`config.mk`:
```
export PLATFORM = sky130hd
export DESIGN_NAME = wb_stage_ctrl
export DESIGN_NICKNAME = d
export VERILOG_FILES = /design/src/rtl/wb_stage_ctrl_pkg.sv /design/src/rtl/wb_stage_ctrl_load_ext.sv /design/src/rtl/wb_stage_ctrl.sv
export SDC_FILE = /design/constraint.sdc
export NUM_CORES = 1
export LEC_CHECK = 0
export CAP_MARGIN = 10
export CORE_AREA = 8 8 145 147
export CTS_CLUSTER_SIZE = 8
export DETAILED_ROUTE_END_ITERATION = 6
export DIE_AREA = 0 0 153 155
export PLACE_DENSITY_LB_ADDON = 0.15
export SLEW_MARGIN = 10
export SYNTH_ARGS = -nofsm -noshare
export SYNTH_HDL_FRONTEND = slang
export SYNTH_HIERARCHICAL = 1
export SYNTH_SLANG_ARGS = --single-unit
```
`constraint.sdc`:
```
create_clock -name clk -period 6.92 [get_ports clk]
set_input_delay 0.692 -clock clk [delete_from_list [all_inputs] [get_ports clk]]
set_output_delay 0.692 -clock clk [all_outputs]
set_load 0.02 [all_outputs]
```
`src/rtl/wb_stage_ctrl_pkg.sv`:
```
// Shared instruction definitions and writeback select encodings for the W stage.
package wb_stage_ctrl_pkg;

    // Primary opcodes (instr[31:26])
    localparam logic [5:0] OP_RTYPE = 6'h00;
    localparam logic [5:0] OP_J     = 6'h02;
    localparam logic [5:0] OP_JAL   = 6'h03;
    localparam logic [5:0] OP_BEQ   = 6'h04;
    localparam logic [5:0] OP_ADDI  = 6'h08;
    localparam logic [5:0] OP_ORI   = 6'h0d;
    localparam logic [5:0] OP_LUI   = 6'h0f;
    localparam logic [5:0] OP_LB    = 6'h20;
    localparam logic [5:0] OP_LH    = 6'h21;
    localparam logic [5:0] OP_LW    = 6'h23;
    localparam logic [5:0] OP_LBU   = 6'h24;
    localparam logic [5:0] OP_LHU   = 6'h25;
    localparam logic [5:0] OP_SW    = 6'h2b;

    // R-type function codes (instr[5:0])
    localparam logic [5:0] FN_JR    = 6'h08;
    localparam logic [5:0] FN_JALR  = 6'h09;
    localparam logic [5:0] FN_ADDU  = 6'h21;
    localparam logic [5:0] FN_SUBU  = 6'h23;

    localparam int unsigned INSTR_W = 32;
    localparam int unsigned LINK_OFFSET = 8;

    // Writeback data source
    typedef enum logic [1:0] {
        SRC_ALU  = 2'd0,
        SRC_LOAD = 2'd1,
        SRC_LINK = 2'd2
    } src_sel_e;

    // Load width / extension flavour
    typedef enum logic [2:0] {
        LD_W  = 3'd0,
        LD_B  = 3'd1,
        LD_BU = 3'd2,
        LD_H  = 3'd3,
        LD_HU = 3'd4
    } ld_type_e;

endpackage

```
`src/rtl/wb_stage_ctrl_load_ext.sv`:
```
// Sub-word load extraction and sign/zero extension from a word-aligned read.
module wb_stage_ctrl_load_ext
    import wb_stage_ctrl_pkg::*;
(
    input  logic [31:0] rdata,
    input  logic [1:0]  off,
    input  ld_type_e    ld_type,
    output logic [31:0] ext
);

    logic [7:0]  byte_sel;
    logic [15:0] half_sel;

    // Pick the addressed byte/halfword, then extend per load type
    always_comb begin
        byte_sel = rdata[7:0];
        half_sel = off[1] ? rdata[31:16] : rdata[15:0];
        ext      = rdata;
        case (off)
            2'd0:    byte_sel = rdata[7:0];
            2'd1:    byte_sel = rdata[15:8];
            2'd2:    byte_sel = rdata[23:16];
            default: byte_sel = rdata[31:24];
        endcase
        case (ld_type)
            LD_B:    ext = {{24{byte_sel[7]}}, byte_sel};
            LD_BU:   ext = {24'd0, byte_sel};
            LD_H:    ext = {{16{half_sel[15]}}, half_sel};
            LD_HU:   ext = {16'd0, half_sel};
            default: ext = rdata;
        endcase
    end

endmodule

```
`src/rtl/wb_stage_ctrl.sv`:
```
// MIPS writeback stage: M/W register, writeback decode, register-file write and retire count.
module wb_stage_ctrl
    import wb_stage_ctrl_pkg::*;
#(
    parameter int unsigned DATA_W     = 32,
    parameter int unsigned REG_AW     = 5,
    parameter int unsigned LINK_REG   = 31,
    parameter int unsigned CNT_W      = 32,
    parameter bit          EN_SUBWORD = 1'b1
) (
    input  logic              clk,
    input  logic              reset_n,
    input  logic              m_valid,
    input  logic [31:0]       m_instr,
    input  logic [31:0]       m_pc,
    input  logic [DATA_W-1:0] m_alu,
    input  logic [DATA_W-1:0] m_rdata,
    input  logic              w_stall,
    input  logic              w_flush,
    output logic              rf_we,
    output logic [REG_AW-1:0] rf_waddr,
    output logic [DATA_W-1:0] rf_wdata,
    output logic              fwd_valid,
    output logic [REG_AW-1:0] fwd_addr,
    output logic [DATA_W-1:0] fwd_data,
    output logic              w_valid,
    output logic [CNT_W-1:0]  retire_cnt
);

    logic               valid_q, valid_d;
    logic [31:0]        instr_q, instr_d;
    logic [31:0]        pc_q,    pc_d;
    logic [DATA_W-1:0]  alu_q,   alu_d;
    logic [DATA_W-1:0]  rdata_q, rdata_d;
    logic [1:0]         off_q,   off_d;
    logic [CNT_W-1:0]   cnt_q,   cnt_d;

    logic [5:0]         opcode;
    logic [5:0]         funct;
    logic               dec_we;
    logic [REG_AW-1:0]  dec_dest;
    src_sel_e           dec_src;
    ld_type_e           dec_ld;
    logic [DATA_W-1:0]  ld_word;
    logic [DATA_W-1:0]  wb_data;
    logic               wr_c;
    logic               unused_instr_bits;

    assign opcode = instr_q[31:26];
    assign funct  = instr_q[5:0];
    assign unused_instr_bits = ^{instr_q[25:21], instr_q[10:6]};

    // Next W register state: flush beats stall, stall holds, else load from M
    always_comb begin
        valid_d = valid_q;
        instr_d = instr_q;
        pc_d    = pc_q;
        alu_d   = alu_q;
        rdata_d = rdata_q;
        off_d   = off_q;
        cnt_d   = cnt_q;
        if (valid_q && !w_stall) begin
            cnt_d = cnt_q + CNT_W'(1);
        end
        if (w_flush) begin
            valid_d = 1'b0;
        end else if (!w_stall) begin
            valid_d = m_valid;
            instr_d = m_instr;
            pc_d    = m_pc;
            alu_d   = m_alu;
            rdata_d = m_rdata;
            off_d   = m_alu[1:0];
        end
    end

    // W register and retire counter
    always_ff @(posedge clk or negedge reset_n) begin
        if (!reset_n) begin
            valid_q <= 1'b0;
            instr_q <= '0;
            pc_q    <= '0;
            alu_q   <= '0;
            rdata_q <= '0;
            off_q   <= '0;
            cnt_q   <= '0;
        end else begin
            valid_q <= valid_d;
            instr_q <= instr_d;
            pc_q    <= pc_d;
            alu_q   <= alu_d;
            rdata_q <= rdata_d;
            off_q   <= off_d;
            cnt_q   <= cnt_d;
        end
    end

    // Writeback decode: write enable, destination, data source, load flavour
    always_comb begin
        dec_we   = 1'b0;
        dec_dest = '0;
        dec_src  = SRC_ALU;
        dec_ld   = LD_W;
        case (opcode)
            OP_RTYPE: begin
                case (funct)
                    FN_ADDU, FN_SUBU: begin
                        dec_we   = 1'b1;
                        dec_dest = REG_AW'(instr_q[15:11]);
                    end
                    FN_JALR: begin
                        dec_we   = 1'b1;
                        dec_dest = REG_AW'(instr_q[15:11]);
                        dec_src  = SRC_LINK;
                    end
                    default: dec_we = 1'b0;
                endcase
            end
            OP_ADDI, OP_ORI, OP_LUI: begin
                dec_we   = 1'b1;
                dec_dest = REG_AW'(instr_q[20:16]);
            end
            OP_LW: begin
                dec_we   = 1'b1;
                dec_dest = REG_AW'(instr_q[20:16]);
                dec_src  = SRC_LOAD;
            end
            OP_LB, OP_LBU, OP_LH, OP_LHU: begin
                if (EN_SUBWORD) begin
                    dec_we   = 1'b1;
                    dec_dest = REG_AW'(instr_q[20:16]);
                    dec_src  = SRC_LOAD;
                    case (opcode)
                        OP_LB:   dec_ld = LD_B;
                        OP_LBU:  dec_ld = LD_BU;
                        OP_LH:   dec_ld = LD_H;
                        default: dec_ld = LD_HU;
                    endcase
                end
            end
            OP_JAL: begin
                dec_we   = 1'b1;
                dec_dest = REG_AW'(LINK_REG);
                dec_src  = SRC_LINK;
            end
            default: dec_we = 1'b0;
        endcase
    end

    wb_stage_ctrl_load_ext u_load_ext (
        .rdata   (rdata_q),
        .off     (off_q),
        .ld_type (dec_ld),
        .ext     (ld_word)
    );

    // Select writeback data; link address wraps at 32 bits
    always_comb begin
        wb_data = alu_q;
        case (dec_src)
            SRC_LOAD: wb_data = ld_word;
            SRC_LINK: wb_data = DATA_W'(pc_q + 32'(LINK_OFFSET));
            default:  wb_data = alu_q;
        endcase
    end

    // Writes to $0 are suppressed; address/data are zeroed when nothing is pending
    assign wr_c       = valid_q & dec_we & (dec_dest != '0);
    assign fwd_valid  = wr_c;
    assign fwd_addr   = wr_c ? dec_dest : '0;
    assign fwd_data   = wr_c ? wb_data  : '0;
    assign rf_we      = wr_c & ~w_stall;
    assign rf_waddr   = fwd_addr;
    assign rf_wdata   = fwd_data;
    assign w_valid    = valid_q;
    assign retire_cnt = cnt_q;

endmodule

```
==> out/results.ini <==
[sta]
worst_slew_pin_slew_ns=1.10
finalSetupViolCount=0
fmax_mhz=184
fin_skew_ns=0.00770
tns_ns=0
relSlewSlack_pct=26.5
period_share_pct=78.4
rsz0062_at_grt=no
maxSlewViolCount=0
hold_viol_final=0
period_needed_ns=5.43

[drt]
wl_met2_um=13300
avgRoutedWirePerCell_um=21.6
route.met3.wl_um=2390
top_layer_used=met5
num_vias=7737
postRouteAntennaNets=0
drt_iter0_markers=525
vias_per_cell=6.00
drtPass1Iterations=5
wl_met1_um=11700
wl_um=27800
remaining_drc_errors=0

[cells_and_area]
layoutNonFillerInstCount=1289
final_common_cell=clkdlybuf4s50_1
finalInstanceArea_um2=11700
post-route-util_pct=61.9
drive_above_1_share_pct=16.3
final_cell_mix=clkdlybuf4s50_1 (230), dfrtp_1 (151), mux2_2 (104)
nets=1176
insertedDiodeCount=0
areaGrowthSynthToFinish_pct=30.1

[pwr]
switching_share_pct=31.6
p_sw_mw=0.847
power_density_nw_per_um2=228
combPwrFrac_pct=23.2
p_clk_share_pct=34.3
p_leak_nw=4.51
totalPowerFinal_mw=2.68
irDropWorstVdd_uv=159
internal_power_mw=1.83
seqPwrFrac_pct=42.5

[synthesis]
syn-cell-area_um2=9010
synth_xor_area_share_pct=4.18
synth-compound-area-share_pct=17.5
ys_seq_area_share_pct=41.9
syn-num-nets=1014
yosys-mux-area-fraction_pct=15.2
synth_cells=877
ys_async_sr_fraction_pct=100
synth_top_family_by_area=compound AO/OA/AOI/OAI gates
synthSimpleGateAreaFrac_pct=12.8
yosysWarnings=6
synth.distinct_cells=75
synth-main-ff-cell=dfrtp_1
avgSynthCellArea_um2=10.3
synth_edf_count=0
synth_adder_area_share_pct=0.555
synth_seq_cells=151

[floorplanning]
start_util_pct=47.6
rows=51
die_width_um=153
core_area_um2=19000
die_area_um2=23700
ios=242
die_y_um=155

[run]
maxCapViolCount=0

[cts]
post_cts_buffers=0
clk_pin_slew_ns=0.06
cts_buffers=17
clk_latency_ns=0.43
cts-resized-gates=0
cts_htree_levels=4
cts.sinks=151
hold_buffers=0
clockBufferDepth=2
clock-root-buffer=clkbuf_16
cts_tree=yes

[critical_path]
path_cells=nor4_1 -> and3_1 -> a21oi_1 -> inv_1 -> ha_1 -> buf_4 -> nor2b_1 -> o21ai_0 -> a211oi_1 -> clkdlybuf4s50_1
critPathKind=flip-flop to primary output
crit_slowest_cell=nor2b_1
endpoint_kind=primary output
reg2reg_depth=5
worst_ep_required_time_ns=6.23
start_kind=flip-flop
rrSetupSlack_ns=4.57
cp_max_fo=20
r2r_start=w_valid
worstPathArrival_ns=4.74
critPathMaxStageDelay_ns=0.81
timing.rr.end=retire_cnt[30]

[global_routing]
grt_pass1_vias=7679
antenna_found_initial=2
grt_max_degree=93
grt_overflow=0
globalRouteTotalUtil_pct=23.4
grt_pass1_wl_um=43900

[placement]
routabilityCongestion=0.875
hpwlAfterDp_um=20000
placed_cells=1258
placed_area_um2=11100
numPortBuffers=231

[status]
status=complete, no violations

[min_path]
hold_class=input port to async pin

==> Yosys cell counts (3+ instances only) <==
| library cell | count | area (um2) |
|---|---|---|
| buf_2 | 8 | 40.0 |
| o21a_1 | 5 | 37.5 |
| dfrtp_1 | 151 | 3780 |
| nand2_1 | 58 | 218 |
| inv_1 | 28 | 105 |
| a2111oi_0 | 4 | 35.0 |
| and3_1 | 5 | 31.3 |
| xor2_1 | 11 | 96.3 |
| nand2b_1 | 9 | 56.3 |
| mux2_2 | 104 | 1170 |
| o31a_1 | 8 | 70.1 |
| a31oi_1 | 3 | 18.8 |
| a221o_1 | 7 | 70.1 |
| nor3_1 | 26 | 130 |
| a21oi_1 | 25 | 125 |
| and2_1 | 5 | 31.3 |
| clkbuf_1 | 42 | 158 |
| nand4_1 | 12 | 75.1 |
| buf_6 | 7 | 78.8 |
| o221ai_1 | 8 | 70.1 |
| nor2b_1 | 15 | 93.8 |
| mux2i_1 | 4 | 40.0 |
| a221oi_1 | 13 | 114 |
| o21ai_0 | 58 | 290 |
| ha_1 | 4 | 50.1 |
| nor2_1 | 23 | 86.3 |
| a22oi_1 | 29 | 218 |
| nor4_1 | 13 | 81.3 |
| mux4_2 | 6 | 135 |
| a22o_1 | 6 | 52.6 |
| a211oi_1 | 16 | 120 |
| buf_4 | 40 | 300 |
| nand3_1 | 21 | 105 |
| a21o_1 | 6 | 45.0 |
| and4_1 | 6 | 52.6 |
| o21ai_1 | 10 | 50.1 |
| xnor2_1 | 32 | 280 |
==> how the worst max path moves through the flow <==
stage                     slack, ns  cells past startpoint         from            to
after floorplan                2.46                     11  instr_q[28]  rf_wdata[10]
after global placement         2.03                     10  instr_q[28]  rf_wdata[27]
after detailed placement       1.93                     10  instr_q[28]  rf_wdata[27]
after CTS                      1.49                     10  instr_q[28]  rf_wdata[27]
after global routing           1.10                     10  instr_q[28]  fwd_data[29]
final                          1.49                     10  instr_q[28]  rf_wdata[22]
==> logic make-up (layout without fill, tap and decap cells) <==
kind of cell / count (synthesis) / count (layout)
DFF: 151 / 151
adders and majority gates: 4 / 4
muxes: 115 / 115
buffers and inverters: 129 / 303
xor gates and xnor gates: 43 / 43
and+or+nand+nor: 214 / 214
AOI/OAI and AO/OA: 221 / 221
==> power by group through the flow <==
stage	clock network, mW	registers (mW)	logic [mW]
floorplan	0	1.10	0.419
global placement	0	1.15	0.605
detailed placement	0	1.15	0.616
CTS	0.936	1.14	0.622
global route	0.976	1.16	0.675
finish	0.919	1.14	0.620
==> through the flow <==
| step | worst slack (ns) | hold WS [ns] |
|---|---|---|
| 2_1_floorplan | 2.46 | 0.396 |
| 3_3_place_gp | 2.03 | 0.461 |
| 3_5_place_dp | 1.93 | 0.478 |
| 4_1_cts | 1.49 | 0.388 |
| 5_1_grt | 1.10 | 0.392 |
| 6_report | 1.49 | 0.324 |
==> final cells by class <==
cell class	instances	area [um2]
fill	1571	7230
clock inverter	13	135
sequential	151	3780
clock buffer	18	439
timing repair buffer	242	2400
multi-input combinational	597	4560
tap	238	298
inverter	30	113
==> worst max-delay path: cells and delay by family (launching register included) <==
family	cells	cell delay, ns
buffers and inverters	3	1.04
AOI/OAI and AO/OA	3	0.96
DFF	1	0.47
adders and majority gates	1	0.13
and+or+nand+nor	3	1.71
==> sequential cells by signal, indices dropped and copies added (netlist names) <==
signal and cells:
retire_cnt 32, instr_q 22, alu_q 32, rdata_q 32, pc_q 32, w_valid 1
==> metal layers <==
layer / track usage (%) / vias up
met5: 0 / -
met4: 5.80 / 4
met3: 7.91 / 32
met2: 38.1 / 347
met1: 29.4 / 3810
li1: - / 3544
(Power assumes the default switching activity.)
